`config.mk`:
```
export PLATFORM = sky130hd
export DESIGN_NAME = key_search_ctrl
export DESIGN_NICKNAME = d
export VERILOG_FILES = /design/src/rtl/ksa_search_pkg.sv /design/src/rtl/ascii_byte_checker.sv /design/src/rtl/key_search_ctrl.sv
export SDC_FILE = /design/constraint.sdc
export NUM_CORES = 1
export LEC_CHECK = 0
export ABC_CLOCK_PERIOD_IN_PS = 3250
export BUFFER_PORTS_ARGS = -buffer_cell sky130_fd_sc_hd__clkbuf_2
export CAP_MARGIN = 40
export CORE_MARGIN = 2
export CORE_UTILIZATION = 52
export CTS_CLUSTER_SIZE = 20
export DETAILED_ROUTE_END_ITERATION = 8
export PLACE_DENSITY = 0.85
export SLEW_MARGIN = 20
export SYNTH_ARGS = -nofsm -noshare
export SYNTH_HDL_FRONTEND = slang
export SYNTH_SLANG_ARGS = --single-unit
```
`constraint.sdc`:
```
create_clock -name clk -period 3.25 [get_ports clk]
set_input_delay 0.65 -clock clk [delete_from_list [all_inputs] [get_ports clk]]
set_output_delay 0.65 -clock clk [all_outputs]
set_load 0.005 [all_outputs]
```
`src/rtl/ksa_search_pkg.sv`:
```
// Shared types and constants for the RC4 brute-force key search controller.
package ksa_search_pkg;

  typedef enum logic [2:0] {
    IDLE    = 3'd0,
    LAUNCH  = 3'd1,
    WAIT_DP = 3'd2,
    SCAN    = 3'd3,
    NEXT    = 3'd4,
    FOUND   = 3'd5,
    FAIL    = 3'd6
  } state_e;

  localparam logic [7:0] ASCII_LO = 8'h61;
  localparam logic [7:0] ASCII_HI = 8'h7A;
  localparam logic [7:0] ASCII_SP = 8'h20;

endpackage

```
`src/rtl/ascii_byte_checker.sv`:
```
// Flags a decrypted byte as plaintext: lowercase letter or space.
module ascii_byte_checker
  import ksa_search_pkg::*;
(
  input  logic [7:0] byte_in,
  output logic       valid_c
);

  assign valid_c = ((byte_in >= ASCII_LO) && (byte_in <= ASCII_HI)) || (byte_in == ASCII_SP);

endmodule

```
`src/rtl/key_search_ctrl.sv`:
```
// Brute-force RC4 key search: launch a decrypt per candidate key, then scan the
// decrypted message for printable bytes; stop on the first passing key or when exhausted.
module key_search_ctrl
  import ksa_search_pkg::*;
#(
  parameter int unsigned             KEY_W     = 24,
  parameter logic [KEY_W-1:0]        KEY_START = 24'h000000,
  parameter logic [KEY_W-1:0]        KEY_LAST  = 24'h3FFFFF,
  parameter int unsigned             MSG_LEN   = 32,
  parameter int unsigned             ADDR_W    = 8
) (
  input  logic              clk,
  input  logic              reset,
  input  logic              start,
  input  logic              dp_done,
  input  logic [7:0]        d_q,
  output logic [KEY_W-1:0]  key_out,
  output logic              dp_start,
  output logic [ADDR_W-1:0] d_addr,
  output logic              d_sel,
  output logic              busy,
  output logic              found,
  output logic              fail
);

  localparam logic [ADDR_W-1:0] LAST_ADDR = ADDR_W'(MSG_LEN - 1);

  state_e             state_q, state_d;
  logic [KEY_W-1:0]   key_q, key_d;
  logic [ADDR_W-1:0]  addr_q, addr_d;
  logic               rd_pend_q, rd_pend_d;   // d_q carries the byte issued last cycle
  logic               last_iss_q, last_iss_d; // final address already issued
  logic               dp_start_q, dp_start_d;
  logic               d_sel_q, d_sel_d;
  logic               busy_q, busy_d;
  logic               found_q, found_d;
  logic               fail_q, fail_d;
  logic               byte_ok_c;

  ascii_byte_checker u_chk (
    .byte_in (d_q),
    .valid_c (byte_ok_c)
  );

  // State and registered outputs
  always_ff @(posedge clk or posedge reset) begin
    if (reset) begin
      state_q    <= IDLE;
      key_q      <= KEY_START;
      addr_q     <= '0;
      rd_pend_q  <= 1'b0;
      last_iss_q <= 1'b0;
      dp_start_q <= 1'b0;
      d_sel_q    <= 1'b0;
      busy_q     <= 1'b0;
      found_q    <= 1'b0;
      fail_q     <= 1'b0;
    end else begin
      state_q    <= state_d;
      key_q      <= key_d;
      addr_q     <= addr_d;
      rd_pend_q  <= rd_pend_d;
      last_iss_q <= last_iss_d;
      dp_start_q <= dp_start_d;
      d_sel_q    <= d_sel_d;
      busy_q     <= busy_d;
      found_q    <= found_d;
      fail_q     <= fail_d;
    end
  end

  // Next-state logic
  always_comb begin
    state_d = state_q;
    case (state_q)
      IDLE, FOUND, FAIL: if (start) state_d = LAUNCH;
      LAUNCH:            state_d = WAIT_DP;
      WAIT_DP:           if (dp_done) state_d = SCAN;
      SCAN: begin
        if (rd_pend_q) begin
          if (!byte_ok_c)      state_d = NEXT;
          else if (last_iss_q) state_d = FOUND;
        end
      end
      NEXT:              state_d = (key_q == KEY_LAST) ? FAIL : LAUNCH;
      default:           state_d = IDLE;
    endcase
  end

  // Output / datapath logic: outputs are decoded from the next state so they register aligned with it
  always_comb begin
    key_d      = key_q;
    addr_d     = addr_q;
    rd_pend_d  = 1'b0;
    last_iss_d = last_iss_q;

    if ((state_q == IDLE || state_q == FOUND || state_q == FAIL) && state_d == LAUNCH)
      key_d = KEY_START;
    if (state_q == NEXT && state_d == LAUNCH)
      key_d = key_q + KEY_W'(1);

    if (state_q == WAIT_DP && state_d == SCAN) begin
      addr_d     = '0;
      last_iss_d = 1'b0;
    end

    // Issue the presented address; hold on the last one so d_addr never runs past the message
    if (state_q == SCAN && state_d == SCAN && !last_iss_q) begin
      rd_pend_d = 1'b1;
      if (addr_q == LAST_ADDR) last_iss_d = 1'b1;
      else                     addr_d     = addr_q + ADDR_W'(1);
    end

    dp_start_d = (state_d == LAUNCH);
    d_sel_d    = (state_d == SCAN);
    busy_d     = (state_d == LAUNCH) || (state_d == WAIT_DP) ||
                 (state_d == SCAN)   || (state_d == NEXT);
    found_d    = (state_d == FOUND);
    fail_d     = (state_d == FAIL);
  end

  assign key_out  = key_q;
  assign dp_start = dp_start_q;
  assign d_addr   = addr_q;
  assign d_sel    = d_sel_q;
  assign busy     = busy_q;
  assign found    = found_q;
  assign fail     = fail_q;

endmodule

```
==> results of run 1 <==
-- worst max-delay path: cells and delay by family, from the launching register on --
family	cells	cell delay, ns
AO/OA/AOI/OAI	1	0.20
adder cells (fa/ha/maj)	1	0.26
buffers and inverters	1	0.14
AND/OR/NAND/NOR	4	1.44
flip-flops	1	0.45
-- power groups by stage --
stage	registers (mW)	logic, mW	clock network, mW
after detailed placement	0.941	0.744	0
after global placement	0.942	0.725	0
final	0.942	0.746	0.514
after floorplan	0.886	0.553	0
after CTS	0.935	0.749	0.518
after global routing	0.977	0.831	0.545
-- area by class of cell --
type                    count  area, um^2
flip-flops and latches     42        1051
inverters                  10       42.54
multi-input cells         196        1237
repair buffers             52       270.3
clock inverters             2       60.06
fillers                   363        1575
well taps                  52       65.06
clock buffers               6       82.58
-- through the flow --
stage               hold slack [ns]  power, mW
detailed placement           0.5315      1.685
global placement             0.5146      1.667
finish                       0.3569      2.201
global route                 0.3934      2.353
CTS                          0.3661      2.202
floorplan                    0.5110      1.439
-- worst max path at each step --
stage / start / to / slack (ns) / cells past startpoint
global placement: d_q[2] / key_out[21]$_DFFE_PP0P_ / 0.57 / 7
global route: key_out[0]$_DFFE_PP0P_ / key_out[12]$_DFFE_PP0P_ / 0.46 / 7
finish: key_out[0]$_DFFE_PP0P_ / key_out[9]$_DFFE_PP0P_ / 0.68 / 7
detailed placement: d_q[2] / key_out[21]$_DFFE_PP0P_ / 0.50 / 7
floorplan: d_q[2] / key_out[21]$_DFFE_PP0P_ / 0.81 / 7
CTS: key_out[0]$_DFFE_PP0P_ / key_out[11]$_DFFE_PP0P_ / 0.70 / 7
-- cells in the final DEF (no fill, tap or decap), drive strengths merged, types with 4 or more instances in the layout --
master   n
nor2    19
o22ai    4
nand2b   4
nand3   18
xnor2    5
a31oi   13
a22o     4
nand2   26
or2      4
clkbuf  54
dfrtp   42
nor3     5
a21oi    9
mux2i    4
or3      4
o21ai   12
inv     10
nand4    7
nor4     5
or4      5
buf      4
o21a     4
-- state kept, by name, summed over array words and instances, names as in the netlist --
signal,flops
found,1
state_q,3
fail,1
dp_start,1
d_sel,1
rd_pend_q,1
last_iss_q,1
busy,1
key_out,24
d_addr,8
-- kinds of logic (layout without fill, tap and decap cells) --
family,after synthesis,after routing,share of synthesized area
multiplexers,4,4,0.01676
AND/OR/NAND/NOR,110,110,0.2462
adder cells (fa/ha/maj),2,2,0.01048
flip-flops,42,42,0.4400
buffers and inverters,18,70,0.04190
XOR/XNOR,7,7,0.02567
AO/OA/AOI/OAI,73,73,0.2190
-- per-layer routing --
metal,track usage,part of all wire
met1,0.2965,0.47
met2,0.3570,0.47
met3,0.03797,0.044
met4,0.06499,0.0099
met5,0,0
==> results.cfg, run 1 <==
[status]
status = completed

[power_and_ir_drop]
ir_drop_v = 0.0004551
swShare = 0.3829
power.switching_mw = 0.8426
powerDensity_mw_per_mm2 = 783.5
internal-power_mw = 1.358
pwr-share-comb = 0.339
power_frac_clock = 0.233
pwr-share-seq = 0.428
leakage_nw = 1.245

[layout]
drive_above_1_share = 0.2403
final_area_mm2 = 0.002809
fin_cells = 360
antenna_cells = 0
final_core_util = 0.6407
syn2layout_area_growth_pct = 17.60
final_nets = 321

[worst_setup_path]
crit_top_cell = or4_1
r2r_slack_ns = 0.68
required_ns = 3.47
startpoint_type = flop
timing.rr.start = key_out[0]$_DFFE_PP0P_
critPathKind = flop to flop
path_cells = ha_1 > nand4_1 > or4_1 > nor4_2 > or4_1 > inv_6 > a31oi_1
cp_slowest_cell = or4_1
crit_fanout = 19
crit_arrival_ns = 2.79
slowest_delay_ns = 0.50
cp-end-kind = flop
reg2reg_to = key_out[9]$_DFFE_PP0P_
worstRegToRegCells = 7

[die]
die_w_um = 71.78
dieArea_mm2 = 0.005152
initial_core_util = 0.5448
pin_count = 49
die_h_um = 71.78
rows = 24
coreArea_mm2 = 0.004384

[timing]
fin_skew_ns = 0.01316
finalWorstSetupSlack_ns = 0.6780
rsz0062_at_grt = no
tns_ns = 0
final_max_slew_viol_count = 0
worst_slew_pin_slew_ns = 0.7803
slew_headroom = 0.4798
finalCritPeriodShare = 0.7914
fmax_ghz = 0.3888
setup_viol = 0
hold_viol = 0
fin_crit_ns = 2.572

[clock_network]
h-tree-depth = 2
cts_tree = yes
path_clk_slew_ns = 0.09
cts_resized = 0
post_cts_buffers = 0
holdBufCountCts = 0
clock_latency_ns = 0.30
cts.path.max_buffers = 2
ctsRootBufferMaster = clkbuf_8
cts_sinks = 42
cts_buffers = 5

[worst_hold_path]
hp-class = primary input to asynchronous set/reset pin

[routing]
drt_first_pass_iters = 4
wl_per_cell_um = 14.84
ant_nets = 0
drtIter0Drc = 107
num_vias = 2215
routed_wl_um = 5344
viasPerCell = 6.153
drc_errors = 0

[yosys]
ys_ff_latch = 42
yosysWarnings = 0
syn-instance-count = 256
yosysSeqAreaShare = 0.4400
async_flop_share = 1.000
synthFlopType = dfrtp_1
synthDistinctLibCells = 55
synth_edf_count = 0
synthMostInstantiatedCell = dfrtp_1
synth_area_leaders = dfrtp_1, nand2_1, nand3_1, a31oi_1, nor2_1
synthTopCellsByCount = dfrtp_1, nand2_1, nor2_1
avgSynthCellArea_um2 = 9.330
synth_fp_nets = 270
synth_top_area_frac = 0.4400
syn_area_mm2 = 0.002389
synth.largest_area_cell = dfrtp_1

[global_routing]
grt_pass1_wl_um = 9025
antenna_found_initial = 0
grt_max_degree = 25
first_global_vias = 2043
grt_usage = 0.2176
global_route.overflow_total = 0

[placement]
dpl.hpwl_um = 3770
gp_congestion = 0.8751
place_ws_ns = 0.4981
place_area_mm2 = 0.002666
port_buffers = 48
dp.cells = 352

[flow_run]
cap_violations = 0
Power figures use the tool's default switching activity.
==> inputs of run 2 (changes only) <==
--- a/config.mk
+++ b/config.mk
@@ -5,14 +5,14 @@
 export SDC_FILE = /design/constraint.sdc
 export NUM_CORES = 1
 export LEC_CHECK = 0
-export ABC_CLOCK_PERIOD_IN_PS = 3250
+export ABC_CLOCK_PERIOD_IN_PS = 2100
 export BUFFER_PORTS_ARGS = -buffer_cell sky130_fd_sc_hd__clkbuf_2
 export CAP_MARGIN = 40
 export CORE_MARGIN = 2
-export CORE_UTILIZATION = 52
+export CORE_UTILIZATION = 49
 export CTS_CLUSTER_SIZE = 20
 export DETAILED_ROUTE_END_ITERATION = 8
-export PLACE_DENSITY = 0.85
+export PLACE_DENSITY = 0.84
 export SLEW_MARGIN = 20
 export SYNTH_ARGS = -nofsm -noshare
 export SYNTH_HDL_FRONTEND = slang
==> constraint.sdc (replaced) <==
create_clock -name clk -period 2.1 [get_ports clk]
set_input_delay 0.42 -clock clk [delete_from_list [all_inputs] [get_ports clk]]
set_output_delay 0.42 -clock clk [all_outputs]
set_load 0.005 [all_outputs]
==> run 2 against run 1 <==
The flow now finishes with violations (setup timing). Fmax up 20%. Sequential share of layout area shrank 5.9 points. Hold slack got worse by 0.12 ns. Sequential power is 39% higher. Worst setup slack worse by 0.73 ns. Final cell count up 19%. Cell area is 19% higher. Register-to-register slack worse by 0.73 ns. Power grew 82%. Die area up 5.8%. First-iteration DRC count up 45%. Critical path depth decreased by 1.
==> results.cfg, run 2 (synthesis results as in run 1) <==
[power_and_ir_drop]
power_frac_clock = 0.164
pwr-share-comb = 0.510
pwr-share-seq = 0.327
powerDensity_mw_per_mm2 = 1200
swShare = 0.3870
power.switching_mw = 1.553
internal-power_mw = 2.460
ir_drop_v = 0.0005442
leakage_nw = 1.549

[global_routing]
first_global_vias = 2197
grtUsageMet2 = 0.4117
use_met1 = 0.2696
grt-busiest-layer = met2
grtUsageMet3 = 0.04252
antenna_found_initial = 0
grt_max_degree = 43
grt_usage = 0.2295
grt_pass1_wl_um = 9729
global_route.overflow_total = 0

[routing]
drc_errors = 0
ant_nets = 0
drtIter0Drc = 155
routed_wl_um = 6434
wl_per_cell_um = 15.03
num_vias = 2560
viasPerCell = 5.981
drt_first_pass_iters = 4

[clock_network]
cts_sinks = 42
path_clk_slew_ns = 0.08
h-tree-depth = 2
cts_buffers = 5
cts.path.max_buffers = 2
cts_tree = yes
ctsRootBufferMaster = clkbuf_8
clock_latency_ns = 0.30
holdBufCountCts = 0

[layout]
final_cell_mix = buf_4, clkbuf_2, dfrtp_1
antenna_cells = 0
final_common_cell = buf_4
syn2layout_area_growth_pct = 39.97
num-fill-cells = 372
drive_above_1_share = 0.4183
final_area_mm2 = 0.003343
largest_reg_flops = 24
final_nets = 375

[timing]
fin_skew_ns = 0.009246
worst_slew_pin_slew_ns = 0.5664
rsz0062_at_grt = yes
fin_crit_ns = 2.150
slew_headroom = 0.6189
finalCritPeriodShare = 1.024
finalWorstSetupSlack_ns = -0.04968
hold_slack_ns = 0.2332
fmax_ghz = 0.4652
tns_ns = -0.1398
hold_viol = 0
setup_viol = 5
final_max_slew_viol_count = 0

[worst_setup_path]
cp-end-kind = flop
critPathKind = flop to flop
timing.rr.start = state_q[2]$_DFF_PP0_
worstRegToRegCells = 6
reg2reg_to = key_out[23]$_DFFE_PP0P_
crit_fanout = 5
r2r_slack_ns = -0.05
crit_arrival_ns = 2.33
required_ns = 2.28
startpoint_type = flop

[placement]
gp_congestion = 0.8927
port_buffers = 48
dpl.hpwl_um = 4441
place_area_mm2 = 0.003062

[die]
coreArea_mm2 = 0.004723
initial_core_util = 0.5057
pin_count = 49
dieArea_mm2 = 0.005449
die_w_um = 73.82
die_h_um = 73.82
rows = 25

[worst_hold_path]
hp-class = primary input to asynchronous set/reset pin

[flow_run]
cap_violations = 0

[status]
status = complete, but fails checks
violations = setup timing
-- run 2: cell count changes in the layout (fill, tap and decap cells not counted), sizes merged --
cell    previous run  this run
buf                4        55
bufinv             2         1
clkinv             0         1
inv               10        11
or4                5         6
-- run 2: area by class of cell --
class | count | area (um^2) | share of cell area
Timing Repair inverter | 2 | 17.52 | 0.005240
Clock buffer | 6 | 82.58 | 0.02470
Timing Repair Buffer | 103 | 653.1 | 0.1954
Multi-Input combinational cell | 197 | 1374 | 0.4109
Clock inverter | 1 | 30.03 | 0.008982
Sequential cell | 42 | 1052 | 0.3147
Tap cell | 67 | 83.83 | 0.02507
Inverter | 10 | 50.05 | 0.01497
-- run 2: how the worst max path moves through the flow --
stage	slack (ns)	endpoint	start
floorplan	-0.13	key_out[21]$_DFFE_PP0P_	state_q[2]$_DFF_PP0_
global placement	-0.23	key_out[23]$_DFFE_PP0P_	d_q[4]
detailed placement	-0.31	key_out[23]$_DFFE_PP0P_	d_q[4]
CTS	-0.04	key_out[23]$_DFFE_PP0P_	state_q[2]$_DFF_PP0_
global route	-0.11	busy$_DFF_PP0_	key_out[0]$_DFFE_PP0P_
finish	-0.05	key_out[23]$_DFFE_PP0P_	state_q[2]$_DFF_PP0_
-- run 2: what timing repair did --
action,4_1_cts,5_1_grt
cloned,0,3
endpoints found under the setup margin,25,27
setup buffers,0,4
pin swaps,10,3
resized for setup,8,20
-- run 2: critical path: stages (launching register included) --
cell	delay (ns)
dfrtp_2	0.45
or3b_1	0.41
a21oi_2	0.19
a211oi_2	0.05
a21boi_4	0.15
or4_4	0.51
a211o_1	0.29
-- run 2: metal layers --
metal	up-vias	share of wire
li1	1187	-
met1	1245	0.40
met2	113	0.52
met3	15	0.067
met4	0	0.018
met5	-	0
-- run 2: power groups by stage --
stage | logic (mW) | registers (mW) | clock network, mW
floorplan | 0.872 | 1.37 | 0
global placement | 1.74 | 1.29 | 0
detailed placement | 1.78 | 1.31 | 0
CTS | 1.83 | 1.30 | 0.667
global route | 2.23 | 1.34 | 0.695
finish | 2.04 | 1.31 | 0.657
-- run 2: per-stage QoR --
step | total power, mW | utilization | cells | setup slack [ns]
floorplan | 2.243 | - | 256 | -0.1273
global placement | 3.029 | 0.6482 | 415 | -0.2283
detailed placement | 3.091 | 0.6482 | 415 | -0.3143
CTS | 3.794 | 0.6789 | 422 | -0.04374
global route | 4.266 | 0.7078 | 428 | -0.1112
finish | 4.013 | 0.7078 | 428 | -0.04968
==> inputs of run 3 (changes only) <==
--- a/config.mk
+++ b/config.mk
@@ -12,7 +12,7 @@
 export CORE_UTILIZATION = 49
 export CTS_CLUSTER_SIZE = 20
 export DETAILED_ROUTE_END_ITERATION = 8
-export PLACE_DENSITY = 0.84
+export PLACE_DENSITY = 0.75
 export SLEW_MARGIN = 20
 export SYNTH_ARGS = -nofsm -noshare
 export SYNTH_HDL_FRONTEND = slang
==> run 3 against run 2 <==
Wire length decreased by 4.4%. Final cell count increased by 0.23%. Die area unchanged. Sequential cell count unchanged. The flow still finishes with violations (setup timing). Core utilization decreased by 2.1 points. Hold slack got worse by 0.0040 ns. Worst setup slack got worse by 0.052 ns. Via count decreased by 5.2%. First-iteration DRC count decreased by 39%.
==> results.cfg, run 3 (synthesis results as in run 1) <==
[timing]
hold_slack_ns = 0.2292
final_max_slew_viol_count = 0
setup_viol = 25
rsz0062_at_grt = yes
slew_headroom = 0.4675
finalWorstSetupSlack_ns = -0.1020
hold_viol = 0
fin_skew_ns = 0.006079
finalCritPeriodShare = 1.049
worst_slew_pin_slew_ns = 0.7915
fin_crit_ns = 2.202
fmax_ghz = 0.4541

[worst_setup_path]
worstRegToRegCells = 6
timing.rr.start = state_q[0]$_DFF_PP0_
slowest_delay_ns = 0.57
r2r_slack_ns = -0.10
cpLargestDelayFamily = simple AND/OR/NAND/NOR gates
startpoint_type = flop
reg2reg_to = key_out[21]$_DFFE_PP0P_
crit_fanout = 7
required_ns = 2.28
path_cells = or3b_1 > a21oi_2 > a211oi_1 > a21boi_4 > or4_4 > a211o_1
critPathKind = flop to flop
crit_arrival_ns = 2.39
cp_slowest_cell = or4_4
cp-end-kind = flop
path_buf_inv = 0

[power_and_ir_drop]
finalPower_mw = 3.732
ir_drop_v = 0.0008204
powerDensity_mw_per_mm2 = 1150
power_frac_clock = 0.143
swShare = 0.3844
pwr-share-seq = 0.347
internal-power_mw = 2.297
pwr-share-comb = 0.510
leakage_nw = 1.528
power.switching_mw = 1.434

[global_routing]
grt_pass1_wl_um = 10150
first_global_vias = 2382
grt_usage = 0.2368
grt_max_degree = 43
antenna_found_initial = 0
global_route.overflow_total = 0

[clock_network]
cts_buffers = 5
cts_tree = yes
cts.path.max_buffers = 2
ctsRootBufferMaster = clkbuf_8
clock_latency_ns = 0.29
cts_sinks = 42
h-tree-depth = 2
path_clk_slew_ns = 0.08

[layout]
final_nets = 375
antenna_cells = 0
final_area_mm2 = 0.003244
final_cell_mix = buf_4, clkbuf_2, dfrtp_1
fin_cells = 429
largest_reg_flops = 24
drive_above_1_share = 0.3812
final_common_cell = buf_4
syn2layout_area_growth_pct = 35.83

[routing]
drc_errors = 0
ant_nets = 0
drtIter0Drc = 95
num_vias = 2428
wl_per_cell_um = 14.34
routed_wl_um = 6150
drt_first_pass_iters = 4
viasPerCell = 5.660

[die]
pin_count = 49
die_w_um = 73.82
rows = 25
coreArea_mm2 = 0.004723
initial_core_util = 0.5057
die_h_um = 73.82
dieArea_mm2 = 0.005449

[flow_run]
cap_violations = 0

[status]
violations = setup timing
status = complete, but fails checks

[placement]
dp.cells = 420
place_area_mm2 = 0.003099
gp_congestion = 0.9011
place_ws_ns = -0.2577
port_buffers = 48
dpl.hpwl_um = 4473

[worst_hold_path]
hp-class = primary input to asynchronous set/reset pin
run 3: metrics by stage:
step | TNS (ns) | utilization
after global placement | -4.893 | 0.6562
after detailed placement | -6.974 | 0.6562
after floorplan | -1.564 | -
after global routing | -3.241 | 0.6869
final | -1.163 | 0.6869
after CTS | -2.527 | 0.6842
run 3: power by group through the flow:
stage                     clock (mW)  combinational (mW)  sequential, mW
after floorplan                    0               0.872            1.37
after global placement             0                1.78            1.29
after detailed placement           0                1.83            1.30
after CTS                      0.553                1.89            1.29
after global routing           0.580                2.09            1.34
final                          0.534                1.90            1.30
run 3: layer usage:
| layer | global-route usage | wire, um | share of wire |
|---|---|---|---|
| met1 | 0.2698 | 2496 | 0.41 |
| met2 | 0.4325 | 3352 | 0.55 |
| met3 | 0.03978 | 242 | 0.039 |
| met4 | 0.09899 | 58 | 0.0094 |
| met5 | 0 | 0 | 0 |
run 3: area by class of cell:
class,count,area (um^2)
inverter,10,45.04
multi-input combinational,196,1292
clock inverter,1,5.005
sequential,42,1052
clock buffer,7,86.33
fill,389,1479
tap,67,83.83
timing repair buffer,106,679.4
run 3: worst register-to-register path, cell delays in order (launching register included):
cell      delay (ns)
dfrtp_1         0.42
or3b_1          0.41
a21oi_2         0.17
a211oi_1        0.06
a21boi_4        0.14
or4_4           0.57
a211o_1         0.32
run 3: how the worst max path moves through the flow:
stage | to | slack (ns) | startpoint | depth (start not counted)
3_3_place_gp | d_addr[2]$_DFF_PP0_ | -0.23 | d_q[6] | 8
6_report | key_out[21]$_DFFE_PP0P_ | -0.10 | state_q[0]$_DFF_PP0_ | 6
2_1_floorplan | key_out[21]$_DFFE_PP0P_ | -0.13 | state_q[2]$_DFF_PP0_ | 8
3_5_place_dp | key_out[21]$_DFFE_PP0P_ | -0.26 | d_q[4] | 8
4_1_cts | key_out[21]$_DFFE_PP0P_ | -0.14 | state_q[2]$_DFF_PP0_ | 7
5_1_grt | busy$_DFF_PP0_ | -0.17 | key_out[1]$_DFFE_PP0P_ | 8
run 3: repair_timing:
| action | 4_1_cts | 5_1_grt |
|---|---|---|
| resized for setup | 7 | 5 |
| pin swaps | 4 | 5 |
| setup endpoints to repair | 29 | 34 |
| setup buffers | 1 | 1 |
| hold buffers | 0 | 0 |
